--- config.mk ---
export PLATFORM = sky130hd
export DESIGN_NAME = traffic_density_classifier
export DESIGN_NICKNAME = d
export VERILOG_FILES = /design/src/rtl/traffic_pkg.sv /design/src/rtl/lane_debounce.sv /design/src/rtl/traffic_density_classifier.sv
export SDC_FILE = /design/constraint.sdc
export NUM_CORES = 1
export LEC_CHECK = 0
export CORE_ASPECT_RATIO = 1.1
export CORE_MARGIN = 2
export CORE_UTILIZATION = 58
export DETAILED_ROUTE_END_ITERATION = 7
export GPL_ROUTABILITY_DRIVEN = 0
export PLACE_DENSITY = 0.9
export SETUP_SLACK_MARGIN = 0.05
export SYNTH_ARGS = -nofsm -noshare
export SYNTH_HDL_FRONTEND = slang
export SYNTH_SLANG_ARGS = --single-unit
--- constraint.sdc ---
create_clock -name clk -period 2.3 [get_ports clk]
set_clock_uncertainty 0.15 [all_clocks]
set_input_delay 0.46 -clock clk [delete_from_list [all_inputs] [get_ports clk]]
set_output_delay 0.46 -clock clk [all_outputs]
set_load 0.02 [all_outputs]
--- src/rtl/traffic_pkg.sv ---
`default_nettype none
// ============================================================================
//  Module      : traffic_pkg
//  Description : Shared definitions for the traffic density classifier and
//                the intersection light controller: lane count, lane class
//                encoding, default thresholds and the window classification
//                rule.
//  Revision    : 1.0  initial release
// ============================================================================
package traffic_pkg;

    localparam int NUM_LANES = 3;

    // Default window / threshold settings, shared with the controller bench
    localparam int DEF_DEB_CYCLES = 4;
    localparam int DEF_WIN_TICKS  = 30;
    localparam int DEF_CNT_W      = 6;
    localparam int DEF_TH_LOW     = 3;
    localparam int DEF_TH_HIGH    = 10;
    localparam int DEF_HYST       = 2;

    typedef enum logic [1:0] {
        IDLE  = 2'd0,
        LIGHT = 2'd1,
        HEAVY = 2'd2
    } lane_class_t;

    // Next class of a lane at window close. A lane already HEAVY stays HEAVY
    // down to TH_HIGH-HYST arrivals, so a borderline lane does not toggle.
    function automatic lane_class_t classify(
        input lane_class_t cur,
        input int          cnt,
        input int          th_low,
        input int          th_high,
        input int          hyst
    );
        int keep_heavy;
        keep_heavy = (cur == HEAVY) ? (th_high - hyst) : th_high;
        if (cnt >= keep_heavy) begin
            classify = HEAVY;
        end else if (cnt >= th_low) begin
            classify = LIGHT;
        end else begin
            classify = IDLE;
        end
    endfunction

endpackage
`default_nettype wire

--- src/rtl/lane_debounce.sv ---
`default_nettype none
// ============================================================================
//  Module      : lane_debounce
//  Description : One detector lane: 2-FF synchroniser, debounce filter and
//                registered rising-edge (arrival) pulse.
//  Ports       : clk      - system clock
//                reset    - synchronous, active-high
//                det_i    - raw asynchronous detector level
//                rise_o   - one-clock pulse on a debounced rising edge
//  Revision    : 1.0  initial release
// ============================================================================
module lane_debounce #(
    parameter int DEB_CYCLES = 4
) (
    input  logic clk,
    input  logic reset,
    input  logic det_i,
    output logic rise_o
);

    localparam int             DW       = (DEB_CYCLES > 1) ? $clog2(DEB_CYCLES) : 1;
    localparam logic [DW-1:0]  DEB_LAST = DW'(DEB_CYCLES - 1);

    logic          sync1_q, sync2_q;
    logic          level_q, level_d;
    logic [DW-1:0] stab_q,  stab_d;
    logic          rise_q,  rise_d;

    // The stable counter runs only while the synchronised value disagrees
    // with the debounced level; any agreement (a glitch back) zeroes it.
    // The level flips on the DEB_CYCLES-th consecutive disagreeing clock.
    always_comb begin
        level_d = level_q;
        stab_d  = '0;
        if (sync2_q != level_q) begin
            if (stab_q == DEB_LAST) begin
                level_d = sync2_q;
            end else begin
                stab_d = stab_q + DW'(1);
            end
        end
        rise_d = level_d & ~level_q;
    end

    always_ff @(posedge clk) begin
        if (reset) begin
            sync1_q <= 1'b0;
            sync2_q <= 1'b0;
            level_q <= 1'b0;
            stab_q  <= '0;
            rise_q  <= 1'b0;
        end else begin
            sync1_q <= det_i;
            sync2_q <= sync1_q;
            level_q <= level_d;
            stab_q  <= stab_d;
            rise_q  <= rise_d;
        end
    end

    assign rise_o = rise_q;

endmodule
`default_nettype wire

--- src/rtl/traffic_density_classifier.sv ---
`default_nettype none
// ============================================================================
//  Module      : traffic_density_classifier
//  Description : Counts debounced vehicle arrivals per lane over a window of
//                WIN_TICKS timebase ticks and reclassifies every lane as
//                IDLE / LIGHT / HEAVY at each window close.
//  Ports       : clk    - system clock
//                reset  - synchronous, active-high
//                tick   - one-clock 1 s strobe
//                det    - raw detector levels, bit i = lane i
//                L      - lane is LIGHT (registered)
//                H      - lane is HEAVY (registered)
//                upd    - one-clock pulse when L/H were just reloaded
//  Revision    : 1.0  initial release
// ============================================================================
module traffic_density_classifier
    import traffic_pkg::*;
#(
    parameter int DEB_CYCLES = DEF_DEB_CYCLES,
    parameter int WIN_TICKS  = DEF_WIN_TICKS,
    parameter int CNT_W      = DEF_CNT_W,
    parameter int TH_LOW     = DEF_TH_LOW,
    parameter int TH_HIGH    = DEF_TH_HIGH,
    parameter int HYST       = DEF_HYST
) (
    input  logic                 clk,
    input  logic                 reset,
    input  logic                 tick,
    input  logic [NUM_LANES-1:0] det,
    output logic [NUM_LANES-1:0] L,
    output logic [NUM_LANES-1:0] H,
    output logic                 upd
);

    localparam int                WW       = $clog2(WIN_TICKS);
    localparam logic [WW-1:0]     WIN_LAST = WW'(WIN_TICKS - 1);
    localparam logic [CNT_W-1:0]  CNT_MAX  = {CNT_W{1'b1}};

    logic [NUM_LANES-1:0] rise_w;
    logic                 close_w;

    logic [WW-1:0]        wcnt_q, wcnt_d;
    logic [CNT_W-1:0]     cnt_q   [NUM_LANES];
    logic [CNT_W-1:0]     cnt_d   [NUM_LANES];
    lane_class_t          class_q [NUM_LANES];
    lane_class_t          class_d [NUM_LANES];
    logic                 close_q;
    logic [NUM_LANES-1:0] L_q, L_d;
    logic [NUM_LANES-1:0] H_q, H_d;
    logic                 upd_q;

    // ------------------------------------------------------------------
    // Per-lane front end
    // ------------------------------------------------------------------
    generate
        for (genvar i = 0; i < NUM_LANES; i++) begin : g_lane
            lane_debounce #(
                .DEB_CYCLES (DEB_CYCLES)
            ) u_deb (
                .clk    (clk),
                .reset  (reset),
                .det_i  (det[i]),
                .rise_o (rise_w[i])
            );
        end
    endgenerate

    // ------------------------------------------------------------------
    // Window counter
    // ------------------------------------------------------------------
    assign close_w = tick && (wcnt_q == WIN_LAST);

    always_comb begin
        wcnt_d = wcnt_q;
        if (tick) begin
            wcnt_d = close_w ? '0 : (wcnt_q + WW'(1));
        end
    end

    // ------------------------------------------------------------------
    // Arrival counters and class FSMs (next state)
    // ------------------------------------------------------------------
    // The classification sees the count before this cycle's arrival; an
    // arrival in the closing cycle seeds the new window with 1 instead.
    always_comb begin
        for (int i = 0; i < NUM_LANES; i++) begin
            cnt_d[i]   = cnt_q[i];
            class_d[i] = class_q[i];
            if (close_w) begin
                cnt_d[i]   = rise_w[i] ? CNT_W'(1) : '0;
                class_d[i] = classify(class_q[i], int'(cnt_q[i]),
                                      TH_LOW, TH_HIGH, HYST);
            end else if (rise_w[i] && (cnt_q[i] != CNT_MAX)) begin
                cnt_d[i] = cnt_q[i] + CNT_W'(1);
            end
        end
    end

    // Output decode from the class registers; since the class only moves at
    // window close, L/H follow one clock after it, together with upd.
    always_comb begin
        L_d = '0;
        H_d = '0;
        for (int i = 0; i < NUM_LANES; i++) begin
            L_d[i] = (class_q[i] == LIGHT);
            H_d[i] = (class_q[i] == HEAVY);
        end
    end

    // ------------------------------------------------------------------
    // State registers
    // ------------------------------------------------------------------
    always_ff @(posedge clk) begin
        if (reset) begin
            wcnt_q  <= '0;
            close_q <= 1'b0;
            L_q     <= '0;
            H_q     <= '0;
            upd_q   <= 1'b0;
            for (int i = 0; i < NUM_LANES; i++) begin
                cnt_q[i]   <= '0;
                class_q[i] <= IDLE;
            end
        end else begin
            wcnt_q  <= wcnt_d;
            close_q <= close_w;
            L_q     <= L_d;
            H_q     <= H_d;
            upd_q   <= close_q;
            for (int i = 0; i < NUM_LANES; i++) begin
                cnt_q[i]   <= cnt_d[i];
                class_q[i] <= class_d[i];
            end
        end
    end

    assign L   = L_q;
    assign H   = H_q;
    assign upd = upd_q;

endmodule
`default_nettype wire

Word level (Yosys, flattened, before mapping)
Memories as Yosys holds them, arrays and structs flattened.
Index checks and enable logic that the tools add are counted.

word-level totals
  memories = 2
  bits in registers = 31
  memory bits (writable) = 24
  logic and storage cells = 110
  input port bits = 6
  output and inout bits = 7

memory list
  name     words  bits a word  rd ports  clocked after memory_dff  wr ports  RTL line                          RTL
  cnt_q    3      6            3         0                         3         traffic_density_classifier.sv:43  logic [CNT_W-1:0] cnt_q [NUM_LANES];
  class_q  3      2            3         0                         3         traffic_density_classifier.sv:45  lane_class_t class_q [NUM_LANES];

operators by class
  bitwise gates (word level) = 15
  eq/ne operators = 16
  mux-type cells = 37
  reductions and logical operators = 7
  order comparisons = 6
  add/sub/neg operators = 7

operators by type and width
  cell                                                                    count
  6-bit two-way mux                                                       9
  2-bit two-way mux                                                       12
  6-bit by 1-bit adder with 6-bit output (second input constant)          3
  6-bit by 2-bit >= comparator with 1-bit output (second input constant)  3
  6-bit by 4-bit >= comparator with 1-bit output                          3
  6-bit != test (second input constant)                                   3
  1-bit two-way mux                                                       15
  2-bit == test (second input constant)                                   6
  3-bit OR reduction                                                      3
  2-bit by 1-bit adder with 2-bit output (second input constant)          3
  2-bit by 1-bit == test with 1-bit output (second input constant)        3
  1-bit NOT                                                               6
  1-bit bitwise OR                                                        6
  5-bit by 1-bit adder with 5-bit output (second input constant)          1
  5-bit == test (second input constant)                                   1
  5-bit two-way mux                                                       1
  1-bit logical AND                                                       4
  1-bit bitwise AND                                                       3
  1-bit != test                                                           3

Depth between registers and ports, before layout
  depth in word-level cells = 6
  depth in mapped cells = 7
  mapped depth without buffers = 5

Modules after synthesis
A second synthesis with hierarchy kept.

unflattened totals
  cells, all modules = 236
  area, all modules = 2,369.8 sq um

modules (own cells, without submodules)
  module                      area each (sq um)  cells each  instances
  traffic_density_classifier  1,765.4            191         1
  lane_debounce               201.4              15          3

Worst setup path after synthesis
Ideal clock, no wire load.

  path kind = flip-flop to flip-flop
  start = register wcnt_q[1]
  end = memory cnt_q[0][16] (netlist name)
  buffers on the path = 2
  cell stages (with the launch flop) = 8
  data required time = 2,071 ps
  slack = 704 ps
  setup time = 79 ps
  arrival = 1,367 ps
  path through = dfxtp_1 > inv_1 > ha_1 > and4_1 > buf_6 > a21o_4 > buf_6 > a211oi_2

RTL lines
  item                    RTL line                           RTL
  start, declared         traffic_density_classifier.sv:42   logic [WW-1:0] wcnt_q, wcnt_d;
  start signal, assigned  traffic_density_classifier.sv:125  wcnt_q <= wcnt_d;
  end, declared           traffic_density_classifier.sv:43

Worst setup path after layout
  start = register H_q[2] (netlist: H[2])
  end = output port H[2]

RTL lines
  item                    RTL line                           RTL
  start, declared         traffic_density_classifier.sv:49   logic [NUM_LANES-1:0] H_q, H_d;
  start signal, assigned  traffic_density_classifier.sv:118  H_q <= '0;
  start signal, assigned  traffic_density_classifier.sv:128  H_q <= H_d;
  end, declared           traffic_density_classifier.sv:31   output logic [NUM_LANES-1:0] H,

No word-level cell between the ends.

==> flow_metrics.env <==
export IMPL_status="finished, final reports clean"
export IMPL_drc_errors=0
export IMPL_post_route_period_util=0.8029
export IMPL_synth_edf_count=0
export IMPL_post_route_util=0.6779
export IMPL_clock_sinks=55
export IMPL_timing_final_crit_period_ps=1847
export IMPL_yosys_warnings=0
export IMPL_drive_gt1_frac=0.06439
export IMPL_yosysUniqueCellTypes=47
export IMPL_worstMarginPinSlew_ps=368.2
export IMPL_drt_wl_total_mm=4.593
export IMPL_grt_pass1_wl_mm=7.879
export IMPL_drv_slew=0
export IMPL_yosysTopAreaCellShare=0.4501
export IMPL_crit_chain="clkdlybuf4s50_1"
export IMPL_crit_fanout=1
export IMPL_crit_required_ps=1690
export IMPL_antenna_found_initial=0
export IMPL_ant_nets=0
export IMPL_worst_slew_margin_rel=0.7542
export IMPL_ys_top_cells_by_area="dfxtp_1, ha_1, nor2_1"
export IMPL_critPathCaptureType="primary output"
export IMPL_ir_drop_mv=0.3406
export IMPL_clk_latency_ps=310
export IMPL_num_vias=1877
export IMPL_p_per_area_nw_per_um2=625.6
export IMPL_cts_tree="built"
export IMPL_cap_violations=0
export IMPL_grt_overflow=0
export IMPL_cp_num_buf_inv=1
export IMPL_r2r_setup_slack_ps=470
export IMPL_hp_class="reg2reg"
export IMPL_hpwl_mm=3.131
export IMPL_dieArea_um2=4753
export IMPL_netlist_area_um2=2446
export IMPL_grt_pass1_vias=1759
export IMPL_cts_made_buffers=5
export IMPL_synth_top_area_cell="dfxtp_1"
export IMPL_root_buffer="clkbuf_8"
export IMPL_wl_per_cell_um=14.53
export IMPL_num_rows=24
export IMPL_dr_pass1_iters=4
export IMPL_postPlaceCellArea_um2=2586
export IMPL_clkSlewWorstSetupHoldPaths_ps=100
export IMPL_cts_resized=0
export IMPL_rsz0062_at_grt="no"
export IMPL_stdcell_area_um2=2708
export IMPL_post_cts_buffers=0
export IMPL_max_stage_delay_ps=590
export IMPL_syn_nets=272
export IMPL_grt_max_degree=37
export IMPL_pin_count=13
export IMPL_diodes=0
export IMPL_core_area_um2=3994
export IMPL_worstPathArrival_ps=1240
export IMPL_synth_ff_type="dfxtp_1"
export IMPL_fin_nets=280
export IMPL_ys_ff_latch=55
export IMPL_start_util=0.6125
export IMPL_synth_cells=255
export IMPL_io_buffer_count=12
export IMPL_gr_usage_all_layers=0.2158
export IMPL_fmax_ghz=0.5415
export IMPL_die_y_um=72.11
export IMPL_synthTopCellsByCount="dfxtp_1, nor2_1, a21oi_1"
export IMPL_area_growth_pct=10.69
export IMPL_routed_via_density=5.940
export IMPL_startpoint_type="flop"
export IMPL_avgSynthCellArea_um2=9.593
export IMPL_drt_iter0_drc=67
export IMPL_crit_type="reg2out"
export IMPL_final_hold_viol_count=0
export IMPL_die_width_um=65.92
export IMPL_p_leak_nw=0.9897
export IMPL_cts_hold_buf=0
export IMPL_synth_most_common_cell="dfxtp_1"
export IMPL_tns_ps=0
export IMPL_cts_max_level=2
export IMPL_finalSetupViolCount=0
export IMPL_cts_buffer_depth=2
export IMPL_synthArstFlopShare=0
export IMPL_cp_slowest_cell="clkdlybuf4s50_1"
export IMPL_crit_family="buffers and inverters"
export IMPL_fin_worst_hold_slack_ps=275.2
export IMPL_synth_seq_area_share=0.4501
==> per-layer routing <==
metal / GRT usage / up-vias / part of all wire
li1: - / 944 / -
met1: 0.2677 / 884 / 0.47
met2: 0.3457 / 42 / 0.47
met3: 0.05426 / 7 / 0.041
met4: 0.1111 / 0 / 0.018
met5: 0 / - / 0
==> cell usage in the layout, fill, tap and decap left out, types with 3 or more instances in the layout <==
master,instances
o21a_1,5
o211a_1,4
nor3b_1,4
nand4_1,4
o211ai_1,4
nor2_1,23
or3_1,4
xnor2_1,5
a311oi_1,8
and4_1,4
o31ai_1,4
clkbuf_8,6
nand3_1,10
o21ai_0,6
a21oi_1,14
nand2b_1,12
inv_1,11
nand2_1,6
dfxtp_1,55
nor3_1,5
o32ai_1,3
mux2i_1,3
nor2b_1,12
clkdlybuf4s50_1,12
ha_1,11
==> layout make-up <==
class,count,area [um2]
clock buffers,6,82.58
clock inverters,2,38.79
fillers,312,1286
inverters,11,41.29
multi-input cells,175,1224
flip-flops and latches,55,1101
well taps,52,65.06
repair buffers,15,155.1
==> power by group <==
part | internal, mW | leakage, nW | total (mW) | switching (mW)
clock network | 0.358 | 0.0618 | 0.669 | 0.311
registers | 0.962 | 0.445 | 0.970 | 0.00796
logic | 0.0275 | 0.483 | 0.0550 | 0.0275
==> metrics by stage <==
stage,worst slack [ps],cells,total power [mW]
global route,308.4,316,1.758
detailed placement,283.8,308,1.046
CTS,427.3,316,1.706
finish,453.2,316,1.694
floorplan,703.7,255,1.026
global placement,325.5,308,1.044
==> cell families (layout without fill, tap and decap cells) <==
family | after synthesis | count (layout) | synth area share
AOI/OAI and AO/OA | 60 | 60 | 0.1852
xor gates and xnor gates | 7 | 7 | 0.02506
adders and majority gates | 11 | 11 | 0.05627
buffers and inverters | 25 | 34 | 0.04961
DFF | 55 | 55 | 0.4501
muxes | 4 | 4 | 0.01688
and+or+nand+nor | 93 | 93 | 0.2169
==> sequential cells by signal, summed over array words and instances (netlist names) <==
signal / count
class_q: 6
g_lane.u_deb.sync2_q: 3
L: 3
g_lane.u_deb.sync1_q: 3
cnt_q: 18
H: 3
g_lane.u_deb.level_q: 3
upd: 1
close_q: 1
g_lane.u_deb.stab_q: 6
g_lane.u_deb.rise_o: 3
wcnt_q: 5
==> final timing paths <==
check / start / end / cells after the start
worst max register to register: cnt_q[0][12] / cnt_q[0][12] / 4
worst min register to register: g_lane[2].u_deb.stab_q[0] / g_lane[2].u_deb.stab_q[0] / 1
worst min-delay path: g_lane[2].u_deb.stab_q[0] / g_lane[2].u_deb.stab_q[0] / 1
worst max-delay path: H[2] / H[2] / 1
Power figures use the tool's default switching activity.
